[src/rtl/codeword_deserializer.sv]
// Serial-to-parallel codeword assembler with a small output FIFO.
// Feeds the 7-bit decoder; sticky framing/overflow flags for status.
module codeword_deserializer #(
  parameter int WORD_W     = 7,
  parameter int FIFO_DEPTH = 2,
  parameter int CONTINUOUS = 1
) (
  input  logic              wb_clk_i,
  input  logic              wb_rst_i,
  input  logic              ser_in,
  input  logic              ser_valid,
  input  logic              sof,
  output logic [WORD_W-1:0] out_word,
  output logic              out_valid,
  input  logic              out_ready,
  output logic              sync_err,
  output logic              ovf_err,
  input  logic              err_clr,
  output logic [7:0]        word_cnt
);

  localparam int CW = (WORD_W > 1) ? $clog2(WORD_W) : 1;
  localparam int PW = (FIFO_DEPTH > 1) ? $clog2(FIFO_DEPTH) : 1;
  localparam logic [CW-1:0] LAST = CW'(WORD_W - 1);
  localparam logic [PW:0] FULL_OCC = (PW + 1)'(FIFO_DEPTH);

  typedef enum logic {
    IDLE,
    ASSEMBLE
  } state_e;

  state_e            state_q, state_d;
  logic [CW-1:0]     cnt_q, cnt_d;
  logic [WORD_W-1:0] shift_q, shift_d;
  logic [WORD_W-1:0] word_d;
  logic [CW-1:0]     idx;
  logic              accept, start, done, sync_set;

  logic [WORD_W-1:0] mem_q [FIFO_DEPTH];
  logic [PW-1:0]     wr_q, rd_q;
  logic [PW:0]       occ_q;
  logic [WORD_W-1:0] hold_q;
  logic              sync_q, ovf_q;
  logic [7:0]        cnt_w_q;
  logic              full, pop, push, ovf_set;

  // Bit acceptance, word assembly and framing next-state
  always_comb begin
    state_d  = state_q;
    cnt_d    = cnt_q;
    shift_d  = shift_q;
    word_d   = shift_q;
    idx      = '0;
    accept   = 1'b0;
    start    = 1'b0;
    done     = 1'b0;
    sync_set = 1'b0;
    if (ser_valid) begin
      unique case (state_q)
        IDLE: begin
          accept = sof;
          start  = sof;
        end
        ASSEMBLE: begin
          accept   = 1'b1;
          start    = sof;
          sync_set = sof && (cnt_q != '0);
        end
      endcase
    end
    if (accept) begin
      idx         = start ? '0 : cnt_q;
      word_d      = start ? '0 : shift_q;
      word_d[idx] = ser_in;
      shift_d     = word_d;
      if (idx == LAST) begin
        done    = 1'b1;
        cnt_d   = '0;
        state_d = (CONTINUOUS != 0) ? ASSEMBLE : IDLE;
      end else begin
        cnt_d   = idx + 1'b1;
        state_d = ASSEMBLE;
      end
    end
  end

  assign out_valid = (occ_q != '0);
  assign out_word  = out_valid ? mem_q[rd_q] : hold_q;
  assign full      = (occ_q == FULL_OCC);
  assign pop       = out_valid && out_ready;
  assign push      = done && (!full || pop);
  assign ovf_set   = done && full && !pop;
  assign sync_err  = sync_q;
  assign ovf_err   = ovf_q;
  assign word_cnt  = cnt_w_q;

  // Framing state register
  always_ff @(posedge wb_clk_i) begin
    if (wb_rst_i) begin
      state_q <= IDLE;
      cnt_q   <= '0;
      shift_q <= '0;
    end else begin
      state_q <= state_d;
      cnt_q   <= cnt_d;
      shift_q <= shift_d;
    end
  end

  // FIFO storage, pointers, sticky flags and push counter
  always_ff @(posedge wb_clk_i) begin
    if (wb_rst_i) begin
      for (int i = 0; i < FIFO_DEPTH; i++) mem_q[i] <= '0;
      wr_q    <= '0;
      rd_q    <= '0;
      occ_q   <= '0;
      hold_q  <= '0;
      sync_q  <= 1'b0;
      ovf_q   <= 1'b0;
      cnt_w_q <= '0;
    end else begin
      hold_q <= out_word;
      sync_q <= (sync_q && !err_clr) || sync_set;
      ovf_q  <= (ovf_q && !err_clr) || ovf_set;
      if (push) begin
        mem_q[wr_q] <= word_d;
        wr_q        <= wr_q + 1'b1;
        cnt_w_q     <= cnt_w_q + 8'd1;
      end
      if (pop) rd_q <= rd_q + 1'b1;
      case ({push, pop})
        2'b10:   occ_q <= occ_q + 1'b1;
        2'b01:   occ_q <= occ_q - 1'b1;
        default: occ_q <= occ_q;
      endcase
    end
  end

endmodule

[config.mk]
export PLATFORM = sky130hd
export DESIGN_NAME = codeword_deserializer
export DESIGN_NICKNAME = d
export VERILOG_FILES = /design/src/rtl/codeword_deserializer.sv
export SDC_FILE = /design/constraint.sdc
export NUM_CORES = 1
export LEC_CHECK = 0
export CAP_MARGIN = 25
export CORE_UTILIZATION = 50
export CTS_CLUSTER_SIZE = 10
export DETAILED_ROUTE_END_ITERATION = 8
export GPL_ROUTABILITY_DRIVEN = 0
export GPL_TIMING_DRIVEN = 0
export PLACE_DENSITY_LB_ADDON = 0.2
export SLEW_MARGIN = 30
export SYNTH_ARGS = -nofsm -noshare
export SYNTH_HDL_FRONTEND = slang
export SYNTH_SLANG_ARGS = --single-unit
[constraint.sdc]
create_clock -name wb_clk_i -period 2.5 [get_ports wb_clk_i]
set_input_delay 0.375 -clock wb_clk_i [delete_from_list [all_inputs] [get_ports wb_clk_i]]
set_output_delay 0.375 -clock wb_clk_i [all_outputs]
set_load 0.03 [all_outputs]
# --- Word level (Yosys, flattened, before mapping) ---
# Memories as Yosys holds them, arrays and structs flattened. A register that Yosys moved wholly into a read port is not among the register bits.
# Index checks and enable logic that the tools add are counted.
op_classes:
  mul: 0
  addsub: 6
  n_shift: 0
  n_mux: 26
  n_div: 0
  order_cmp: 2
  n_eq_ne: 4
  bitwise_logic: 1
  n_reduce_logical: 18
ops:
  columns: ["op", "n"]
  rows:
  - ["7-bit two-way mux", 4]
  - ["1-bit two-way mux", 16]
  - ["8-bit by 1-bit adder with 8-bit output, second input constant", 1]
  - ["1-bit logical AND", 8]
  - ["7-bit bitwise mux", 1]
  - ["7-bit OR reduction", 1]
  - ["3-bit two-way mux", 2]
  - ["2-bit == test, second input constant", 2]
  - ["3-bit by 4-bit less-than comparator with 1-bit output, second input constant", 1]
  - ["2-bit one-hot mux with 2 select lines", 1]
  - ["2-bit nonzero test", 2]
  - ["3-bit by 1-bit adder with 3-bit output, second input constant", 1]
  - ["1-bit demux with 3-bit select", 1]
  - ["3-bit == test, second input constant", 1]
  - ["3-bit by 1-bit >= comparator with 1-bit output, second input constant", 1]
  - ["1-bit zero test", 3]
  - ["1-bit logical OR", 3]
  - ["3-bit nonzero test", 1]
  - ["1-bit adder, second input constant", 2]
  - ["2-bit by 1-bit adder with 2-bit output, second input constant", 1]
  - ["2-bit by 1-bit == test with 1-bit output, second input constant", 1]
  - ["1-bit one-hot mux with 2 select lines", 1]
  - ["2-bit by 1-bit subtractor with 2-bit output, second input constant", 1]
  - ["1-bit NOT", 1]
word_totals:
  latchBits: 0
  word_cells: 68
  input_bits: 7
  ramBits: 14
  output_inout_bits: 18
  mem_count: 1
  romBits: 0
  regBits: 32
mem_list:
  columns: ["name", "depth", "width", "read_ports", "rd_clocked_by_memory_dff", "write_ports", "line_no", "text"]
  rows:
  - ["mem_q", 2, 7, 1, 1, 2, "39", "logic [WORD_W-1:0] mem_q [FIFO_DEPTH];"]

# --- Longest topological paths before layout ---
# Gate-level depths: netlist (run 1).
depth:
  ltp_word: 11
  depth_mapped: 8
  mapped_depth_nobuf: 7

# --- Worst setup path after synthesis (run 1) ---
# No wires, ideal clock.
synth_path:
  path_type: "input port to flip-flop"
  start: "in ser_valid"
  end: "reg occ_q[1]"
  n_path_buf: 1
  arrival_time_ps: 1881
  t_required_ps: 2430
  cell_stages: 7
  path_slack_ps: 549
  cell_sequence: "buf_2 -> nand4b_4 -> nor3_2 -> inv_2 -> ha_1 -> or3_1 -> a21oi_1"
synth_between:
  elab_chain_len: 8
synth_lines:
  columns: ["item", "line_no", "text"]
  rows:
  - ["start: declaration", "11", "input logic ser_valid,"]
  - ["1-bit two-way mux", "58", "if (ser_valid) begin"]
  - ["3-bit two-way mux", "72", "idx = start ? '0 : cnt_q;"]
  - ["3-bit == test", "76", "if (idx == LAST) begin"]
  - ["1-bit two-way mux", "76", null]
  - ["1-bit two-way mux (*)", "71", "if (accept) begin"]
  - ["1-bit logical AND (*)", "91", "assign push = done && (!full || pop);"]
  - ["2-bit by 1-bit == test with 1-bit output or 2-bit == test (tied branches)", "131", "case ({push, pop})"]
  - ["2-bit one-hot mux with 2 select lines or 2-bit nonzero test (tied branches)", null, null]
  - ["end signal: assignment", "132", "2'b10: occ_q <= occ_q + 1'b1;"]
  - ["end signal: assignment", "133", "2'b01: occ_q <= occ_q - 1'b1;"]
  - ["end signal: assignment", "134", "default: occ_q <= occ_q;"]
  - ["end: declaration", "41", "logic [PW:0] occ_q;"]
# Every way passes the cells marked *; elsewhere a longest branch is shown, timed or not.
# A chain may end at the register's enable or synchronous reset.

==> results of run 1 <==
-- power breakdown --
| part | switching, W | internal (W) | total [W] |
|---|---|---|---|
| Combinational | 0.0000444 | 0.0000240 | 0.0000684 |
| Sequential | 0.00000618 | 0.000794 | 0.000800 |
| Clock | 0.000253 | 0.000198 | 0.000451 |
-- layout by cell type (no fill, tap or decap), drive strengths merged, types with 7 or more instances in the layout --
master	synthesis	final
nor2	39	39
dfxtp	33	33
o21ai	18	18
clkdlybuf4s50	0	15
nand2	14	14
edfxtp	14	14
clkbuf	8	13
nor2b	10	10
nor3	9	9
mux2i	8	8
a21oi	8	8
xnor2	7	7
dlymetal6s2s	0	7
-- worst max-delay path: cells and delay by family --
| kind | cells | cell delay (ns) |
|---|---|---|
| buffers and inverters | 1 | 0.53 |
| AND/OR/NAND/NOR | 4 | 1.40 |
-- final timing paths --
path / startpoint / end / slack [ns]
setup reg to reg: occ_q[1] / occ_q[1] / 0.30
hold reg to reg: sync_err / sync_err / 0.49
setup / recovery: sof / mem_q[1][4] / 0.19
hold / removal: wb_rst_i / hold_q[6] / 0.45
-- registers in the layout (all words and copies together) (netlist names), named ones only --
name      cells
cnt_q         3
hold_q        7
mem_q        14
occ_q         2
ovf_err       1
rd_q          1
shift_q       7
state_q       1
sync_err      1
word_cnt      8
wr_q          1
-- metrics by stage --
step	instances	utilization, %	power, W	hold slack (ns)
after floorplan	217	-	0.000861	0.465
after global placement	287	61.5	0.000885	0.462
after detailed placement	287	61.5	0.000886	0.485
after CTS	294	63.7	0.00133	0.446
after global routing	294	64.4	0.00137	0.471
final	294	64.4	0.00132	0.446
-- routing by layer --
layer,GRT usage (%),up-vias,share of wire [%]
met5,0,-,0
met4,6.38,0,1.3
li1,-,810,-
met3,4.66,7,3.2
met1,28.9,754,51
met2,32.1,27,44
-- final cells by class --
type                       instances  area (um^2)  share of cell area (%)
sequential                        47         1080                    44.2
multi-input combinational        154          918                    37.6
timing repair buffer              22          238                    9.72
clock buffer                       6         72.6                    2.97
tap                               48         60.1                    2.46
buffer                            11         46.3                    1.89
inverter                           4         15.0                   0.614
clock inverter                     2         13.8                   0.563
-- what timing repair did --
item                                   CTS  global route
setup buffers                            0             0
setup endpoints to repair                7            21
pin swaps                                0             0
endpoints found under the hold margin    0             0
gates resized for setup                  2             9
-- logic make-up after synthesis --
group / after synthesis / share of synthesized area [%]
XOR/XNOR: 9 / 3.84
buffers and inverters: 16 / 3.11
flip-flops: 47 / 52.6
adder cells (fa/ha/maj): 2 / 1.22
multiplexers: 8 / 3.90
AND/OR/NAND/NOR: 99 / 25.2
AO/OA/AOI/OAI: 36 / 10.2
==> results.md, run 1 <==
* Final hold vios at 0
* CP Data Arrival Time at roughly 2.3 ns
* Power Density at 540 nW/um^2
* Max-cap viol count at 0
* Ports at 25
* Top FF cell, synth: dfxtp_1
* Yosys reg bits at 47
* Yosys warns at 0
* Pre-CTS setup slack at -0.257 ns
* Clock root buffer: clkbuf_8
* Min-Delay Path Class: input port to flop
* Drt total wl at 4.00 mm
* Initial antenna violation count at 0
* Unrepaired setup endpoints after global routing: false
* Die H at ~66 um
* DRT iter0 DRCs at 83
* DRC Markers at 0
* Clock period minus worst slack at about 2.3 ns
* Row count at 22
* Residual overflow from global routing at 0
* Clk_skew at 0.0175 ns
* Worst Tran Pin Value at approximately 0.77 ns
* Slowest cell on the critical path: clkdlybuf4s50_1
* Cell with the most instances after synthesis: nor2_1
* Slew margin rel. at 48.4%
* Placed inst area at 2330 um^2
* CTS Buf Count at 5
* Vias in the first global route at 1462
* DRT antenna net count at 0
* Die area at about 4400 um^2
* Worst skew pair latency at ~0.31 ns
* Crit path required time at 2.49 ns
* Worst Setup End Kind: flop
* Hold Path Cell Cnt at 2
* Syn Area/Cell at 9.47 um^2
* PortBufs at 22
* Core Region at about 3800 um^2
* Fill cell count at 317
* First-pass GRT wire length at between 6 and 7 mm
* Max FO, Critical Path at 9
* DRT Pass-1 Iters at 4
* Syn nets at 226
* Ys async rst share at 0%
* Top post-synthesis cells by count: nor2_1 (39), dfxtp_1 (33), o21ai_0 (18)
* Vias at 1598
* Vias/cell at ~5.4
* Sequential area share after synthesis at 52.6%
* CP Class: input port to flop
* Leading area contributor after synthesis: dfxtp_1
* Period utilization at between 90% and 100%
* Number of flops mapped to enable cells by yosys at 14
* Post-synth top area share at around a third
* Max Slew Vio Count at 0
* Cells after Synth at 217
* Setup TNS at 0 ns
* Leak at approximately 0.96 nW
* Die W at between 60 and 70 um
* GRT Overall Usage at about 21%
* WL/cell at 13.6 um
* Clock Path Buffers at 2
* Layout Nets at 254
* Post-route cell area at approximately 2400 um^2
* CP Launch Type: input port
* Area grow syn2layout at 19.0%
* Hpwl dp at ~2.8 mm
* Final worst slack at between 0.15 and 0.2 ns
* Initial Util at between 50% and 60%
* Ant. Diodes at 0
* Synth top area cells: dfxtp_1 (32%), edfxtp_1 (20%), nor2_1 (7.1%)
* Clock net sink count at 47
* Clock transition at the registers of the reported paths at ~0.10 ns
* Post-synthesis cell type count at 39
* CTS Hold Bufs at 0
* CP cell instances: clkdlybuf4s50_1 -> nand4b_4 -> nor3_2 -> nand3b_1 -> nand2b_2
* CP peak stage delay at between 0.5 and 0.6 ns
* Peak Freq at 432 MHz
* H-tree depth at 2
* Worst VDD drop at 0.000413 V
* Finish-stage setup viols at 0
* Post-Syn Area at 2050 um^2
* Share of cells above drive strength 1 at under 10%
* Pin count of the biggest net entering global routing at 16
* Status: finished clean
* TritonCTS clock tree: built
* Worst R2R Path Depth at 6
No activity file was read; power rests on OpenSTA's default activity.
==> run 2: changes to the inputs <==
--- a/config.mk
+++ b/config.mk
@@ -16,3 +16,4 @@
 export SYNTH_ARGS = -nofsm -noshare
 export SYNTH_HDL_FRONTEND = slang
 export SYNTH_SLANG_ARGS = --single-unit
+export TNS_END_PERCENT = 10
==> results of run 2 <==
No change in the layout: final DEF, timing and power equal those of run 1.
